--- src/rtl/mem_stage_sram_ctrl_pkg.sv ---
// Shared types and constants for the memory-stage SRAM controller.
package mem_pkg;

   typedef enum logic [2:0] {
      IDLE,
      RD_LO,
      RD_HI,
      WR_LO,
      WR_HI,
      DONE
   } mem_state_e;

   localparam int unsigned DATA_MEM_BASE = 1024;
   localparam int unsigned SRAM_DW       = 16;
   localparam int unsigned DATA_W        = 32;

   // 32-bit word index of a byte address relative to the data-memory base (wraps below base).
   function automatic logic [DATA_W-1:0] word_index(input logic [DATA_W-1:0] addr,
                                                    input logic [DATA_W-1:0] base);
      return (addr - base) >> 2;
   endfunction

endpackage

--- src/rtl/mem_stage_sram_ctrl_if.sv ---
// Pipeline-side request/response and external 16-bit SRAM pins of the memory stage.
interface mem_stage_sram_ctrl_if #(
   parameter int unsigned SRAM_AW = 18
);
   logic                        mem_r_en;
   logic                        mem_w_en;
   logic [31:0]                 addr;
   logic [31:0]                 st_val;
   logic                        ready;
   logic [31:0]                 rdata;
   logic [SRAM_AW-1:0]          sram_addr;
   logic [mem_pkg::SRAM_DW-1:0] sram_wdata;
   logic [mem_pkg::SRAM_DW-1:0] sram_rdata;
   logic                        sram_we_n;
   logic                        sram_oe_n;

   // Environment side: pipeline register plus the SRAM device.
   modport master (
      output mem_r_en, mem_w_en, addr, st_val, sram_rdata,
      input  ready, rdata, sram_addr, sram_wdata, sram_we_n, sram_oe_n
   );

   // Controller side.
   modport slave (
      input  mem_r_en, mem_w_en, addr, st_val, sram_rdata,
      output ready, rdata, sram_addr, sram_wdata, sram_we_n, sram_oe_n
   );
endinterface

--- src/rtl/mem_stage_sram_ctrl_phase_timer.sv ---
// Per-phase wait counter: load at phase entry, expire_c marks the last cycle of the phase.
module mem_phase_timer #(
   parameter int unsigned WAIT_CYCLES = 1
)(
   input  logic clk,
   input  logic rst,
   input  logic load,
   output logic expire_c
);
   localparam int unsigned CNT_W = (WAIT_CYCLES > 1) ? $clog2(WAIT_CYCLES) : 1;
   localparam logic [CNT_W-1:0] LOAD_VAL = CNT_W'(WAIT_CYCLES - 1);

   logic [CNT_W-1:0] cnt_q;

   // Down-counter, parked at zero once the phase has run out.
   always_ff @(posedge clk or posedge rst) begin
      if (rst)
         cnt_q <= '0;
      else if (load)
         cnt_q <= LOAD_VAL;
      else if (cnt_q != '0)
         cnt_q <= cnt_q - CNT_W'(1);
   end

   assign expire_c = (cnt_q == '0);
endmodule

--- src/rtl/mem_stage_sram_ctrl.sv ---
// Memory-stage responder: 32-bit load/store as two 16-bit SRAM phases, stalling the pipeline.
// Optional statistics counters enabled by defining MEM_SRAM_STATS_EN.
module mem_stage_sram_ctrl
   import mem_pkg::*;
#(
   parameter int unsigned BASE_ADDR   = DATA_MEM_BASE,
   parameter int unsigned SRAM_AW     = 18,
   parameter int unsigned WAIT_CYCLES = 1
)(
   input  logic clk,
   input  logic rst,
   mem_stage_sram_ctrl_if.slave bus
`ifdef MEM_SRAM_STATS_EN
   ,
   output logic [31:0] rd_count,
   output logic [31:0] wr_count,
   output logic [31:0] stall_count
`endif
);
   localparam int unsigned IDX_W = SRAM_AW - 1;

   mem_state_e         state_q, state_d;
   logic [IDX_W-1:0]   idx_q, idx_d;
   logic [DATA_W-1:0]  stv_q, stv_d;
   logic [DATA_W-1:0]  rdata_q, rdata_d;
   logic [SRAM_AW-1:0] sram_addr_q, sram_addr_d;
   logic [SRAM_DW-1:0] wdata_q, wdata_d;
   logic               we_n_q, we_n_d;
   logic               oe_n_q, oe_n_d;
   logic               timer_load;
   logic               expire_c;
   logic               ready_c;

   mem_phase_timer #(.WAIT_CYCLES(WAIT_CYCLES)) u_timer (
      .clk      (clk),
      .rst      (rst),
      .load     (timer_load),
      .expire_c (expire_c)
   );

   // Stall whenever a request is being accepted or a phase is in progress.
   assign ready_c = !(((state_q == IDLE) && (bus.mem_r_en || bus.mem_w_en)) ||
                      (state_q == RD_LO) || (state_q == RD_HI) ||
                      (state_q == WR_LO) || (state_q == WR_HI));

   // Next state, latched request, read capture and next SRAM pin values.
   always_comb begin
      state_d     = state_q;
      idx_d       = idx_q;
      stv_d       = stv_q;
      rdata_d     = rdata_q;
      timer_load  = 1'b0;
      sram_addr_d = sram_addr_q;
      wdata_d     = wdata_q;
      we_n_d      = 1'b1;
      oe_n_d      = 1'b1;

      case (state_q)
         IDLE: begin
            if (bus.mem_w_en || bus.mem_r_en) begin
               idx_d      = IDX_W'(word_index(bus.addr, DATA_W'(BASE_ADDR)));
               stv_d      = bus.st_val;
               timer_load = 1'b1;
               state_d    = bus.mem_w_en ? WR_LO : RD_LO;
            end
         end
         RD_LO: begin
            if (expire_c) begin
               rdata_d[15:0] = bus.sram_rdata;
               timer_load    = 1'b1;
               state_d       = RD_HI;
            end
         end
         RD_HI: begin
            if (expire_c) begin
               rdata_d[31:16] = bus.sram_rdata;
               state_d        = DONE;
            end
         end
         WR_LO: begin
            if (expire_c) begin
               timer_load = 1'b1;
               state_d    = WR_HI;
            end
         end
         WR_HI: begin
            if (expire_c)
               state_d = DONE;
         end
         DONE:    state_d = IDLE;
         default: state_d = IDLE;
      endcase

      // Pins are registered from the upcoming state so they line up with it.
      case (state_d)
         RD_LO: begin
            sram_addr_d = {idx_d, 1'b0};
            oe_n_d      = 1'b0;
         end
         RD_HI: begin
            sram_addr_d = {idx_d, 1'b1};
            oe_n_d      = 1'b0;
         end
         WR_LO: begin
            sram_addr_d = {idx_d, 1'b0};
            wdata_d     = stv_d[15:0];
            we_n_d      = 1'b0;
         end
         WR_HI: begin
            sram_addr_d = {idx_d, 1'b1};
            wdata_d     = stv_d[31:16];
            we_n_d      = 1'b0;
         end
         default: ;
      endcase
   end

   // State and output registers; reset aborts any access with strobes released.
   always_ff @(posedge clk or posedge rst) begin
      if (rst) begin
         state_q     <= IDLE;
         idx_q       <= '0;
         stv_q       <= '0;
         rdata_q     <= '0;
         sram_addr_q <= '0;
         wdata_q     <= '0;
         we_n_q      <= 1'b1;
         oe_n_q      <= 1'b1;
      end else begin
         state_q     <= state_d;
         idx_q       <= idx_d;
         stv_q       <= stv_d;
         rdata_q     <= rdata_d;
         sram_addr_q <= sram_addr_d;
         wdata_q     <= wdata_d;
         we_n_q      <= we_n_d;
         oe_n_q      <= oe_n_d;
      end
   end

   assign bus.ready      = ready_c;
   assign bus.rdata      = rdata_q;
   assign bus.sram_addr  = sram_addr_q;
   assign bus.sram_wdata = wdata_q;
   assign bus.sram_we_n  = we_n_q;
   assign bus.sram_oe_n  = oe_n_q;

`ifdef MEM_SRAM_STATS_EN
   // Completed loads/stores and stalled cycles, all free-running with wrap.
   always_ff @(posedge clk or posedge rst) begin
      if (rst) begin
         rd_count    <= '0;
         wr_count    <= '0;
         stall_count <= '0;
      end else begin
         if ((state_q == RD_HI) && expire_c)
            rd_count <= rd_count + 32'd1;
         if ((state_q == WR_HI) && expire_c)
            wr_count <= wr_count + 32'd1;
         if (!ready_c)
            stall_count <= stall_count + 32'd1;
      end
   end
`endif
endmodule
--- src/flat_wrapper.sv ---
// flat-port wrapper written by rule: the top's interface ports become plain ports
module mem_stage_sram_ctrl_flat import mem_pkg::*;
#(
   parameter int unsigned BASE_ADDR   = DATA_MEM_BASE,
   parameter int unsigned SRAM_AW     = 18,
   parameter int unsigned WAIT_CYCLES = 1
)
  (clk, rst, bus_mem_r_en, bus_mem_w_en, bus_addr, bus_st_val, bus_sram_rdata, bus_ready, bus_rdata, bus_sram_addr, bus_sram_wdata, bus_sram_we_n, bus_sram_oe_n);
  mem_stage_sram_ctrl_if #(.SRAM_AW(SRAM_AW)) bus_i ();
  input  logic clk;
  input  logic rst;
  input wire logic [$bits(bus_i.mem_r_en)-1:0] bus_mem_r_en;
  input wire logic [$bits(bus_i.mem_w_en)-1:0] bus_mem_w_en;
  input wire logic [$bits(bus_i.addr)-1:0] bus_addr;
  input wire logic [$bits(bus_i.st_val)-1:0] bus_st_val;
  input wire logic [$bits(bus_i.sram_rdata)-1:0] bus_sram_rdata;
  output wire logic [$bits(bus_i.ready)-1:0] bus_ready;
  output wire logic [$bits(bus_i.rdata)-1:0] bus_rdata;
  output wire logic [$bits(bus_i.sram_addr)-1:0] bus_sram_addr;
  output wire logic [$bits(bus_i.sram_wdata)-1:0] bus_sram_wdata;
  output wire logic [$bits(bus_i.sram_we_n)-1:0] bus_sram_we_n;
  output wire logic [$bits(bus_i.sram_oe_n)-1:0] bus_sram_oe_n;
  assign bus_i.mem_r_en = bus_mem_r_en;
  assign bus_i.mem_w_en = bus_mem_w_en;
  assign bus_i.addr = bus_addr;
  assign bus_i.st_val = bus_st_val;
  assign bus_i.sram_rdata = bus_sram_rdata;
  assign bus_ready = bus_i.ready;
  assign bus_rdata = bus_i.rdata;
  assign bus_sram_addr = bus_i.sram_addr;
  assign bus_sram_wdata = bus_i.sram_wdata;
  assign bus_sram_we_n = bus_i.sram_we_n;
  assign bus_sram_oe_n = bus_i.sram_oe_n;
  mem_stage_sram_ctrl #(.BASE_ADDR(BASE_ADDR), .SRAM_AW(SRAM_AW), .WAIT_CYCLES(WAIT_CYCLES)) u_core (.clk(clk), .rst(rst), .bus(bus_i));
endmodule
--- config.mk ---
export PLATFORM = sky130hd
export DESIGN_NAME = mem_stage_sram_ctrl_flat
export DESIGN_NICKNAME = d
export VERILOG_FILES = /design/src/rtl/mem_stage_sram_ctrl_pkg.sv /design/src/rtl/mem_stage_sram_ctrl_if.sv /design/src/rtl/mem_stage_sram_ctrl_phase_timer.sv /design/src/rtl/mem_stage_sram_ctrl.sv /design/src/flat_wrapper.sv
export SDC_FILE = /design/constraint.sdc
export NUM_CORES = 1
export LEC_CHECK = 0
export ABC_CLOCK_PERIOD_IN_PS = 5100
export CAP_MARGIN = 40
export CORE_ASPECT_RATIO = 0.8
export CORE_MARGIN = 2
export CORE_UTILIZATION = 28
export DETAILED_ROUTE_END_ITERATION = 8
export GPL_ROUTABILITY_DRIVEN = 0
export PLACE_DENSITY = 0.49
export SYNTH_ARGS = -nofsm -noshare
export SYNTH_HDL_FRONTEND = slang
export SYNTH_HIERARCHICAL = 1
export SYNTH_SLANG_ARGS = --single-unit
--- constraint.sdc ---
create_clock -name clk -period 5.1 [get_ports clk]
set_input_delay 0.51 -clock clk [delete_from_list [all_inputs] [get_ports clk]]
set_output_delay 0.51 -clock clk [all_outputs]
set_load 0.02 [all_outputs]
**Word-level counts from Yosys, hierarchy flattened**

Index checks and enable logic that the tools add are counted.

- Bits in registers: 121
- Input port bits: 84
- Output and inout bits: 69
- Word-level logic and storage cells: 58

- $add $sub $neg: 2
- Equal/unequal tests: 8
- Muxes and demuxes: 19
- Bitwise operators: 1
- Reductions and logical operators: 18

Operators with widths:

| operator | count |
|---|---|
| 32-bit two-way mux | 2 |
| 18-bit one-hot mux with 2 select lines | 1 |
| 17-bit two-way mux | 2 |
| 16-bit one-hot mux with 2 select lines | 1 |
| 19-bit by 11-bit subtractor with 19-bit output, second input constant | 1 |
| 3-bit by 2-bit equality test with 1-bit output, second input constant | 4 |
| 3-bit two-way mux | 4 |
| 3-bit one-hot mux with 4 select lines | 1 |
| 2-bit OR reduction | 6 |
| 3-bit by 1-bit equality test with 1-bit output, second input constant | 2 |
| 3-bit equality test, second input constant | 2 |
| 1-bit two-way mux | 6 |
| 1-bit logical OR | 5 |
| 2-bit AND reduction | 2 |
| 2-bit nonzero test | 2 |
| 3-bit logical NOT | 1 |
| 2-bit two-way mux | 1 |
| 1-bit one-hot mux with 2 select lines | 1 |
| 1-bit logical AND | 1 |
| 1-bit logical NOT | 1 |
| 1-bit NOT | 1 |
| 1-bit subtractor, second input constant | 1 |

**Depth between registers and ports, before layout**

Gate-level depths: netlist of the first run.

- Word-level depth: 7
- Mapped depth: 8
- Gate-level depth less buffers: 6

**Cells and area by module**

Netlist of the first run, hierarchy kept.

By module, submodules not included:

| module | times used | cells each | area an instance (um^2) | seq. area each (um^2) |
|---|---|---|---|---|
| mem_stage_sram_ctrl | 1 | 432 | 5041.1 | 3005.4 |
| mem_phase_timer | 1 | 2 | 11.3 | 0.0 |

**Least setup slack after synthesis of the first run**

OpenSTA, ideal clock, no wires.

- Kind: register -> register
- From: register u_core.state_q[2]
- To: register u_core.sram_addr_q[4] (netlist: u_core/bus.sram_addr[4])
- Library setup time: 0.125 ns
- Data arrival time: 1.892 ns
- Required time: 4.975 ns
- Slack: 3.083 ns
- Cell stages (with the launch flop): 8
- Buffers on the path: 3
- Period minus slack after synthesis: 2.017 ns
- Path through: dfrtp_1 > buf_6 > or3_4 > or2_1 > buf_6 > buf_6 > mux2_4 > mux2_4

- Elaborated cells between the ends (all ways): 20
- Those cells by class: 8 x eq/ne; 7 x mux; 5 x reduce/logical

RTL lines:

| what | line | RTL |
|---|---|---|
| start, declared | mem_stage_sram_ctrl.sv:22 | `mem_state_e state_q, state_d;` |
| start signal, assigned | mem_stage_sram_ctrl.sv:130 | `state_q <= state_d;` |
| 3-bit logical NOT | mem_stage_sram_ctrl.sv:58 | `case (state_q)` |
| 17-bit two-way mux | mem_stage_sram_ctrl.sv:58 |  |
| via u_core.idx_d[3] | mem_stage_sram_ctrl.sv:23 | `logic [IDX_W-1:0] idx_q, idx_d;` |
| 18-bit one-hot mux with 2 select lines | mem_stage_sram_ctrl.sv:95 | `case (state_d)` |
| end signal, assigned | mem_stage_sram_ctrl.sv:134 | `sram_addr_q <= sram_addr_d;` |
| end, declared | mem_stage_sram_ctrl.sv:26 | `logic [SRAM_AW-1:0] sram_addr_q, sram_addr_d;` |

The timed path passes the listed nets, and every way through them passes these cells. The select of a mux whose other input is x is not followed.
A chain may end at the register's enable or synchronous reset.

**Worst setup path in the final report of the first run**

- From: input bus_mem_w_en
- To: output bus_ready

- Longest elaborated chain between the ends: 7

Ends and longest elaborated chain:

| what | line | RTL |
|---|---|---|
| start, declared | flat_wrapper.sv:13 | `input wire logic [$bits(bus_i.mem_w_en)-1:0] bus_mem_w_en;` |
| 1-bit logical OR | mem_stage_sram_ctrl.sv:42 | `assign ready_c = !(((state_q == IDLE) && (bus.mem_r_en \|\| bus.mem_w_en)) \|\|` |
| 1-bit logical AND | mem_stage_sram_ctrl.sv:42 |  |
| 1-bit logical OR | mem_stage_sram_ctrl.sv:42 |  |
| 1-bit logical OR (2 in series) | mem_stage_sram_ctrl.sv:43 | `(state_q == RD_LO) \|\| (state_q == RD_HI) \|\|` |
| 1-bit logical OR | mem_stage_sram_ctrl.sv:44 | `(state_q == WR_LO) \|\| (state_q == WR_HI));` |
| 1-bit logical NOT | mem_stage_sram_ctrl.sv:42 |  |
| end, declared | flat_wrapper.sv:17 | `output wire logic [$bits(bus_i.ready)-1:0] bus_ready;` |

No other way between the ends.

==> flow_summary.html, run 1 <==
<table>
<tr><th>Metric</th><th>Value</th></tr>
<tr><th colspan="2">Drt</th></tr>
<tr><td>First DRT Iteration DRCs</td><td>274</td></tr>
<tr><td>Sum of routed wire length over all layers</td><td>around 13000 um</td></tr>
<tr><td>Via-per-instance ratio</td><td>between 4 and 5</td></tr>
<tr><td>Remaining DRCs</td><td>0</td></tr>
<tr><td>Detailed-route via count</td><td>3684</td></tr>
<tr><td>Number of optimization iterations in the first detailed-route pass</td><td>5</td></tr>
<tr><td>Number of antenna-violating nets in the routed design</td><td>0</td></tr>
<tr><td>Average routed wire per standard cell</td><td>15.6 um</td></tr>
<tr><th colspan="2">Hold path</th></tr>
<tr><td>Type of the most critical hold path</td><td>input port to async pin</td></tr>
<tr><th colspan="2">Setup path</th></tr>
<tr><td>Critical path buffer and inverter count</td><td>3</td></tr>
<tr><td>Crit path max-delay family</td><td>buffers and inverters</td></tr>
<tr><td>Cell-by-cell trace of the critical path</td><td>clkdlybuf4s50_1, nor2_1, buf_4, nand2_1, o21ai_0, clkdlybuf4s50_1</td></tr>
<tr><td>CP Data Arrival Time</td><td>2.16 ns</td></tr>
<tr><td>Master of the slowest instance on the critical path</td><td>sky130_fd_sc_hd__clkdlybuf4s50_1</td></tr>
<tr><td>Startpoint class of the critical path</td><td>input port</td></tr>
<tr><td>Worst path required time</td><td>between 4 and 5 ns</td></tr>
<tr><td>Maximum fanout along the worst path</td><td>9</td></tr>
<tr><td>Delay contributed by the slowest stage of the critical path</td><td>0.66 ns</td></tr>
<tr><td>Setup slack of the worst register-to-register path</td><td>between 2 and 3 ns</td></tr>
<tr><td>Worst Setup End Kind</td><td>output pin</td></tr>
<tr><td>Cell occurring most often along the worst timing path</td><td>sky130_fd_sc_hd__clkdlybuf4s50_1</td></tr>
<tr><td>WP depth</td><td>6</td></tr>
<tr><td>Reg2Reg Depth</td><td>5</td></tr>
<tr><td>CP Class</td><td>input port to output pin</td></tr>
<tr><th colspan="2">Timing</th></tr>
<tr><td>PnR worst setup slack</td><td>2.43 ns</td></tr>
<tr><td>RSZ-0062 raised after global routing</td><td>false</td></tr>
<tr><td>Hold slack final</td><td>~0.44 ns</td></tr>
<tr><td>Final worst path period share</td><td>between 50% and 60%</td></tr>
<tr><td>Transition time of the tightest slew-check pin</td><td>0.849 ns</td></tr>
<tr><td>Final setup violation count</td><td>0</td></tr>
<tr><td>Worst relative slew slack</td><td>a little over two fifths</td></tr>
<tr><td>Highest attainable clock frequency</td><td>0.375 GHz</td></tr>
<tr><td>Min Clock Period, post-route</td><td>2.67 ns</td></tr>
<tr><td>Setup TNS</td><td>0 ns</td></tr>
<tr><td>Number of pins exceeding their max-slew limit in the final report</td><td>0</td></tr>
<tr><td>Setup Skew</td><td>between 0.005 and 0.006 ns</td></tr>
<tr><td>Final hold violations</td><td>0</td></tr>
<tr><th colspan="2">CTS</th></tr>
<tr><td>Clock insertion delay at the later pin of the skew report</td><td>0.40 ns</td></tr>
<tr><td>Clock H-tree levels</td><td>4</td></tr>
<tr><td>Number of hold buffers added after cts</td><td>0</td></tr>
<tr><td>Clk slew on worst S/H paths</td><td>0.05 ns</td></tr>
<tr><td>Buffers inserted during post-CTS setup optimization</td><td>0</td></tr>
<tr><td>Number of buffers inserted during clock tree synthesis</td><td>17</td></tr>
<tr><td>Worst-case clock buffer depth</td><td>2</td></tr>
<tr><td>Buffer type at the clock tree root</td><td>sky130_fd_sc_hd__clkbuf_16</td></tr>
<tr><td>Number of instances resized during post-cts repair</td><td>0</td></tr>
<tr><td>CTS tree</td><td>built</td></tr>
<tr><td>Number of sinks driven by the clock tree</td><td>120</td></tr>
<tr><th colspan="2">Logic synthesis</th></tr>
<tr><td>Syn avg cell area</td><td>11.7 um2</td></tr>
<tr><td>Mapped Nets</td><td>518</td></tr>
<tr><td>Post-Synthesis Cells</td><td>433</td></tr>
<tr><td>Yosys Warn Count</td><td>6</td></tr>
<tr><td>Mapped Area</td><td>5050 um2</td></tr>
<tr><th colspan="2">Global route</th></tr>
<tr><td>Met3 layer usage reported by global route</td><td>5.05%</td></tr>
<tr><td>Layer with the highest usage after global routing</td><td>met2</td></tr>
<tr><td>First-pass GRT wire length</td><td>19900 um</td></tr>
<tr><td>Initial antenna violation count</td><td>0</td></tr>
<tr><td>Routing usage on met2</td><td>approximately a fifth</td></tr>
<tr><td>Largest net degree at the start of global routing</td><td>50</td></tr>
<tr><td>Number of global-route vias before repair</td><td>roughly 3800</td></tr>
<tr><td>Remaining Overflow, GRT</td><td>0</td></tr>
<tr><td>GRT met1 Usage</td><td>18.9%</td></tr>
<tr><td>Overall fraction of global-route tracks in use</td><td>13.6%</td></tr>
<tr><th colspan="2">Cells and area</th></tr>
<tr><td>Total inserted antenna cells</td><td>0</td></tr>
<tr><td>FF+latch area</td><td>3010 um2</td></tr>
<tr><td>Share of layout cells above drive strength 1</td><td>17.5%</td></tr>
<tr><td>Area of the multi-input gates</td><td>1840 um2</td></tr>
<tr><td>Final design utilization</td><td>between 40% and 50%</td></tr>
<tr><td>Nets</td><td>~660</td></tr>
<tr><td>Layout Cells excl Fill</td><td>roughly 810</td></tr>
<tr><td>Total of fill cells in the finished design</td><td>between 1500 and 2000</td></tr>
<tr><td>Final standard cell area without fillers</td><td>7320 um2</td></tr>
<tr><td>Area Overhead vs Synth</td><td>45.1%</td></tr>
<tr><th colspan="2">Status</th></tr>
<tr><td>Status</td><td>finished, final reports clean</td></tr>
<tr><th colspan="2">Place</th></tr>
<tr><td>DPL Wire Length</td><td>roughly 8500 um</td></tr>
<tr><td>Post-detailed-placement cell area</td><td>~6700 um2</td></tr>
<tr><td>Count of placed standard cells including taps</td><td>around 780</td></tr>
<tr><td>I/O Buffers</td><td>137</td></tr>
<tr><td>DP Worst Slack</td><td>2.18 ns</td></tr>
<tr><th colspan="2">Pwr</th></tr>
<tr><td>VDD IR-drop max</td><td>247 uV</td></tr>
<tr><td>Power density cells</td><td>727 nW/um2</td></tr>
<tr><td>Leakage Power</td><td>approximately 3.3 nW</td></tr>
<tr><td>Total power of the final layout</td><td>5.33 mW</td></tr>
<tr><th colspan="2">Die</th></tr>
<tr><td>Die Y-Extent</td><td>about 120 um</td></tr>
<tr><td>Floorplan die width</td><td>154 um</td></tr>
<tr><td>Number of top-level design ports</td><td>roughly 150</td></tr>
<tr><td>Core Footprint</td><td>17500 um2</td></tr>
<tr><td>FP Rows</td><td>43</td></tr>
<tr><td>Die footprint</td><td>19100 um2</td></tr>
<tr><td>Starting utilization of the core area</td><td>around 29%</td></tr>
<tr><th colspan="2">Flow run</th></tr>
<tr><td>Number of maximum-capacitance violations</td><td>0</td></tr>
</table>
-- flip-flops by register name (all words and copies together) (netlist names) --
name,flops
u_core/bus.rdata,32
u_core/bus.sram_addr,18
u_core/idx_q,17
u_core/stv_q,32
u_core/state_q,3
u_core/bus.sram_wdata,16
u_core/bus.sram_we_n,1
u_core/bus.sram_oe_n,1
-- routing by layer --
metal  part of all wire (%)  vias to the layer above  routed length [um]
met5                      0                        -                   0
met4                   0.43                        0                  55
met3                    5.4                        4                 687
met2                     45                      109                5700
met1                     49                     1807                6210
li1                       -                     1764                   -
-- area by class of cell --
cell class                      instances  area share [%]
Sequential cell                       120            41.0
Multi-Input combinational cell        268            25.1
Timing Repair Buffer                  147            20.0
Clock buffer                           23            6.53
Tap cell                              225            3.84
Clock inverter                          8            2.29
Inverter                               22            1.16
-- worst reg2reg max path, stage by stage, from the launching register on --
cell and delay (ns):
sky130_fd_sc_hd__dfrtp_1 0.64, sky130_fd_sc_hd__or3_4 0.27, sky130_fd_sc_hd__or2_2 0.68, sky130_fd_sc_hd__buf_4 0.40
sky130_fd_sc_hd__nand2_1 0.11, sky130_fd_sc_hd__a222oi_1 0.26
-- worst paths after layout --
path                              startpoint                        to
setup reg to reg           u_core/state_q[2]  u_core/bus.sram_wdata[0]
min in group clk            u_core/stv_q[26]          u_core/stv_q[26]
hold reg to reg             u_core/stv_q[26]          u_core/stv_q[26]
max in group asynchronous                rst           u_core/stv_q[6]
setup / recovery                bus_mem_w_en                 bus_ready
hold / removal                           rst       u_core/bus.rdata[1]
-- placed cells by master, fill, tap and decap left out, drive strengths merged, types with 2 or more instances in the layout --
master / count
clkdlybuf4s50: 137
dfrtp: 118
nand2: 107
mux2: 54
clkbuf: 23
inv: 22
o21ai: 21
mux2i: 16
a222oi: 16
nor2: 10
buf: 10
xnor2: 6
bufinv: 5
nand3: 5
o221ai: 4
nand2b: 3
a21oi: 3
nor3: 3
clkinv: 2
or4b: 2
xor2: 2
dfstp: 2
-- power breakdown --
part	internal (mW)	switching [mW]	leakage, nW	total [mW]
clock	0.902	0.407	0.313	1.31
sequential	1.45	0.250	1.43	1.70
combinational	1.14	1.18	1.58	2.32
Power figures use the tool's default switching activity.
==> inputs of run 2 (changes only) <==
ABC_CLOCK_PERIOD_IN_PS = 2750   (was 5100)
clock period = 2.75 ns   (was 5.1 ns; I/O delays follow)
==> run 2 against run 1 <==
Net effect: die area unchanged; flip-flop and latch count is the same; critical endpoint unchanged; setup slack worse by 2.1 ns; largest cell class unchanged; highest routed layer unchanged; critical path depth fell by 2; utilization down 0.12 points; routed wire length fell by 0.31%; via count increased by 1.7%; clock skew rose by 0.0043 ns; clock-buffer cell count unchanged; global-route usage about the same.
==> flow_summary.html, run 2 (same netlist as run 1, synthesis figures left out) <==
<table>
<tr><th>Metric</th><th>Value</th></tr>
<tr><th colspan="2">Status</th></tr>
<tr><td>Status</td><td>finished, final reports clean</td></tr>
<tr><th colspan="2">CTS</th></tr>
<tr><td>Worst-case clock buffer depth</td><td>2 (unchanged)</td></tr>
<tr><td>Number of hold buffers added after cts</td><td>0 (unchanged)</td></tr>
<tr><td>Clock insertion delay at the later pin of the skew report</td><td>0.41 ns (about the same)</td></tr>
<tr><td>Buffers inserted during post-CTS setup optimization</td><td>0 (unchanged)</td></tr>
<tr><td>Clk slew on worst S/H paths</td><td>0.05 ns (about the same)</td></tr>
<tr><td>CTS tree</td><td>built</td></tr>
<tr><td>Number of sinks driven by the clock tree</td><td>120 (unchanged)</td></tr>
<tr><td>Buffer type at the clock tree root</td><td>sky130_fd_sc_hd__clkbuf_16</td></tr>
<tr><td>Number of instances resized during post-cts repair</td><td>0 (unchanged)</td></tr>
<tr><td>Number of buffers inserted during clock tree synthesis</td><td>17 (unchanged)</td></tr>
<tr><td>Clock H-tree levels</td><td>4 (unchanged)</td></tr>
<tr><th colspan="2">Die</th></tr>
<tr><td>Die Y-Extent</td><td>124 um (unchanged)</td></tr>
<tr><td>Starting utilization of the core area</td><td>28.9% (unchanged)</td></tr>
<tr><td>Die footprint</td><td>19100 um2 (unchanged)</td></tr>
<tr><td>Number of top-level design ports</td><td>153 (unchanged)</td></tr>
<tr><td>Floorplan die width</td><td>154 um (unchanged)</td></tr>
<tr><td>FP Rows</td><td>43 (unchanged)</td></tr>
<tr><td>Core Footprint</td><td>17500 um2 (unchanged)</td></tr>
<tr><th colspan="2">Cells and area</th></tr>
<tr><td>Leading cell type in the layout, fill and taps excluded</td><td>sky130_fd_sc_hd__clkdlybuf4s50_1</td></tr>
<tr><td>Share of layout cells above drive strength 1</td><td>18.2% (+0.70 points)</td></tr>
<tr><td>Total inserted antenna cells</td><td>0 (unchanged)</td></tr>
<tr><td>Area Overhead vs Synth</td><td>44.7%</td></tr>
<tr><td>Most used cells in the layout excluding fill and tap cells</td><td>137 x sky130_fd_sc_hd__clkdlybuf4s50_1, 118 x sky130_fd_sc_hd__dfrtp_1, 107 x sky130_fd_sc_hd__nand2_1</td></tr>
<tr><td>Nets</td><td>665 (+0.61%)</td></tr>
<tr><th colspan="2">Timing</th></tr>
<tr><td>Min Clock Period, post-route</td><td>roughly 2.4 ns</td></tr>
<tr><td>Final hold violations</td><td>0 (unchanged)</td></tr>
<tr><td>PnR worst setup slack</td><td>0.367 ns (-2.06 ns)</td></tr>
<tr><td>Final worst path period share</td><td>approximately 87%</td></tr>
<tr><td>RSZ-0062 raised after global routing</td><td>false</td></tr>
<tr><td>Setup Skew</td><td>0.00976 ns (+0.00434 ns)</td></tr>
<tr><td>Transition time of the tightest slew-check pin</td><td>0.740 ns (-0.108 ns)</td></tr>
<tr><td>Number of pins exceeding their max-slew limit in the final report</td><td>0 (unchanged)</td></tr>
<tr><td>Setup TNS</td><td>0 ns (unchanged)</td></tr>
<tr><td>Final setup violation count</td><td>0 (unchanged)</td></tr>
<tr><td>Hold slack final</td><td>0.344 ns (-0.0997 ns)</td></tr>
<tr><td>Worst relative slew slack</td><td>50.6% (+7.2 points)</td></tr>
<tr><td>Highest attainable clock frequency</td><td>0.420 GHz</td></tr>
<tr><th colspan="2">Drt</th></tr>
<tr><td>Via-per-instance ratio</td><td>4.58 (+1.1%)</td></tr>
<tr><td>Detailed-route via count</td><td>3746 (+1.7%)</td></tr>
<tr><td>Sum of routed wire length over all layers</td><td>12600 um (-0.31%)</td></tr>
<tr><td>Average routed wire per standard cell</td><td>15.4 um (-0.92%)</td></tr>
<tr><td>Remaining DRCs</td><td>0 (unchanged)</td></tr>
<tr><td>First DRT Iteration DRCs</td><td>203 (-26%)</td></tr>
<tr><td>Number of optimization iterations in the first detailed-route pass</td><td>5 (unchanged)</td></tr>
<tr><td>Number of antenna-violating nets in the routed design</td><td>0 (unchanged)</td></tr>
<tr><th colspan="2">Pwr</th></tr>
<tr><td>VDD IR-drop max</td><td>518 uV (+110%)</td></tr>
<tr><td>Total power of the final layout</td><td>9.67 mW (+81%)</td></tr>
<tr><td>Leakage Power</td><td>3.32 nW (-0.15%)</td></tr>
<tr><td>Power density cells</td><td>1320 nW/um2 (+82%)</td></tr>
<tr><th colspan="2">Global route</th></tr>
<tr><td>Remaining Overflow, GRT</td><td>0 (unchanged)</td></tr>
<tr><td>First-pass GRT wire length</td><td>20100 um (+0.97%)</td></tr>
<tr><td>Number of global-route vias before repair</td><td>3777 (+0.079%)</td></tr>
<tr><td>Largest net degree at the start of global routing</td><td>62 (+24%)</td></tr>
<tr><td>Overall fraction of global-route tracks in use</td><td>13.7% (+0.040 points)</td></tr>
<tr><td>Initial antenna violation count</td><td>0 (unchanged)</td></tr>
<tr><th colspan="2">Setup path</th></tr>
<tr><td>CP Class</td><td>flop to output pin</td></tr>
<tr><td>CP Data Arrival Time</td><td>2.11 ns (-0.05 ns)</td></tr>
<tr><td>Cell-by-cell trace of the critical path</td><td>nor2_1, nand2_1, o21ai_0, clkdlybuf4s50_1</td></tr>
<tr><td>Master of the slowest instance on the critical path</td><td>sky130_fd_sc_hd__clkdlybuf4s50_1</td></tr>
<tr><td>Delay contributed by the slowest stage of the critical path</td><td>0.67 ns (about the same)</td></tr>
<tr><td>Startpoint class of the critical path</td><td>flop</td></tr>
<tr><td>Crit path max-delay family</td><td>buffers and inverters</td></tr>
<tr><td>Setup slack of the worst register-to-register path</td><td>0.60 ns (-2.02 ns)</td></tr>
<tr><td>Worst path required time</td><td>2.48 ns (-2.11 ns)</td></tr>
<tr><td>Worst Setup End Kind</td><td>output pin</td></tr>
<tr><td>Maximum fanout along the worst path</td><td>13 (+4)</td></tr>
<tr><td>Critical path buffer and inverter count</td><td>1 (-2)</td></tr>
<tr><th colspan="2">Place</th></tr>
<tr><td>I/O Buffers</td><td>137 (unchanged)</td></tr>
<tr><td>DP Worst Slack</td><td>0.379 ns (-1.80 ns)</td></tr>
<tr><td>DPL Wire Length</td><td>8570 um (+0.63%)</td></tr>
<tr><th colspan="2">Hold path</th></tr>
<tr><td>Type of the most critical hold path</td><td>input port to async pin</td></tr>
<tr><th colspan="2">Flow run</th></tr>
<tr><td>Number of maximum-capacitance violations</td><td>0 (unchanged)</td></tr>
</table>
==> run 2: cell types whose count changed in the layout (fill, tap and decap cells not counted) <==
cell                         before  now
sky130_fd_sc_hd__clkinvlp_4       1    2
sky130_fd_sc_hd__buf_4            9   11
sky130_fd_sc_hd__buf_16           1    0
sky130_fd_sc_hd__bufinv_16        5    2
sky130_fd_sc_hd__clkinv_2         2    6
sky130_fd_sc_hd__buf_12           0    3
sky130_fd_sc_hd__inv_4            1    0
==> run 2: area by class of cell <==
| type | count | area (um2) |
|---|---|---|
| fill | 1641 | 10200 |
| sequential | 120 | 3010 |
| tap | 225 | 282 |
| clock buffer | 23 | 478 |
| timing repair buffer | 151 | 1510 |
| inverter | 22 | 86.3 |
| multi-input combinational | 268 | 1840 |
| clock inverter | 9 | 97.6 |
==> run 2: final timing paths <==
check / depth (start not counted) / endpoint / start
min in group clk: 3 / u_core/stv_q[27] / bus_st_val[27]
max in group asynchronous: 3 / u_core/bus.sram_addr[5] / rst
setup / recovery: 4 / bus_ready / u_core/state_q[0]
setup reg to reg: 4 / u_core/bus.sram_addr[7] / u_core/state_q[0]
hold / removal: 2 / u_core/state_q[1] / rst
hold reg to reg: 2 / u_core/stv_q[27] / u_core/stv_q[27]
==> run 2: per-layer routing <==
layer | wire [um] | vias to the layer above | track usage [%]
met5 | 0 | - | 0
met1 | 6290 | 1830 | 19.3
met3 | 733 | 11 | 4.45
li1 | - | 1776 | -
met2 | 5500 | 129 | 20.1
met4 | 94 | 0 | 3.86
==> run 2: worst reg2reg max path, cell delays in order (launching register included) <==
cell and delay (ns):
sky130_fd_sc_hd__dfrtp_1 0.49, sky130_fd_sc_hd__or3_4 0.42, sky130_fd_sc_hd__or2_2 0.48, sky130_fd_sc_hd__mux2_4 0.37, sky130_fd_sc_hd__mux2_4 0.26
==> run 2: per-stage QoR <==
step / std cells / instance area (um2) / util, %
6_report: 818 / 7300 / 41.8
5_1_grt: 818 / 7300 / 41.8
4_1_cts: 818 / 7300 / 41.8
3_5_place_dp: 786 / 6730 / 38.5
3_3_place_gp: 786 / 6730 / 38.5
2_1_floorplan: 433 / 5050 / -
==> run 2: where the power goes <==
part / internal, mW / switching (mW) / total [mW]
Clock: 1.39 / 0.747 / 2.14
Sequential: 2.69 / 0.425 / 3.12
Combinational: 2.17 / 2.24 / 4.41
Total: 6.25 / 3.42 / 9.67
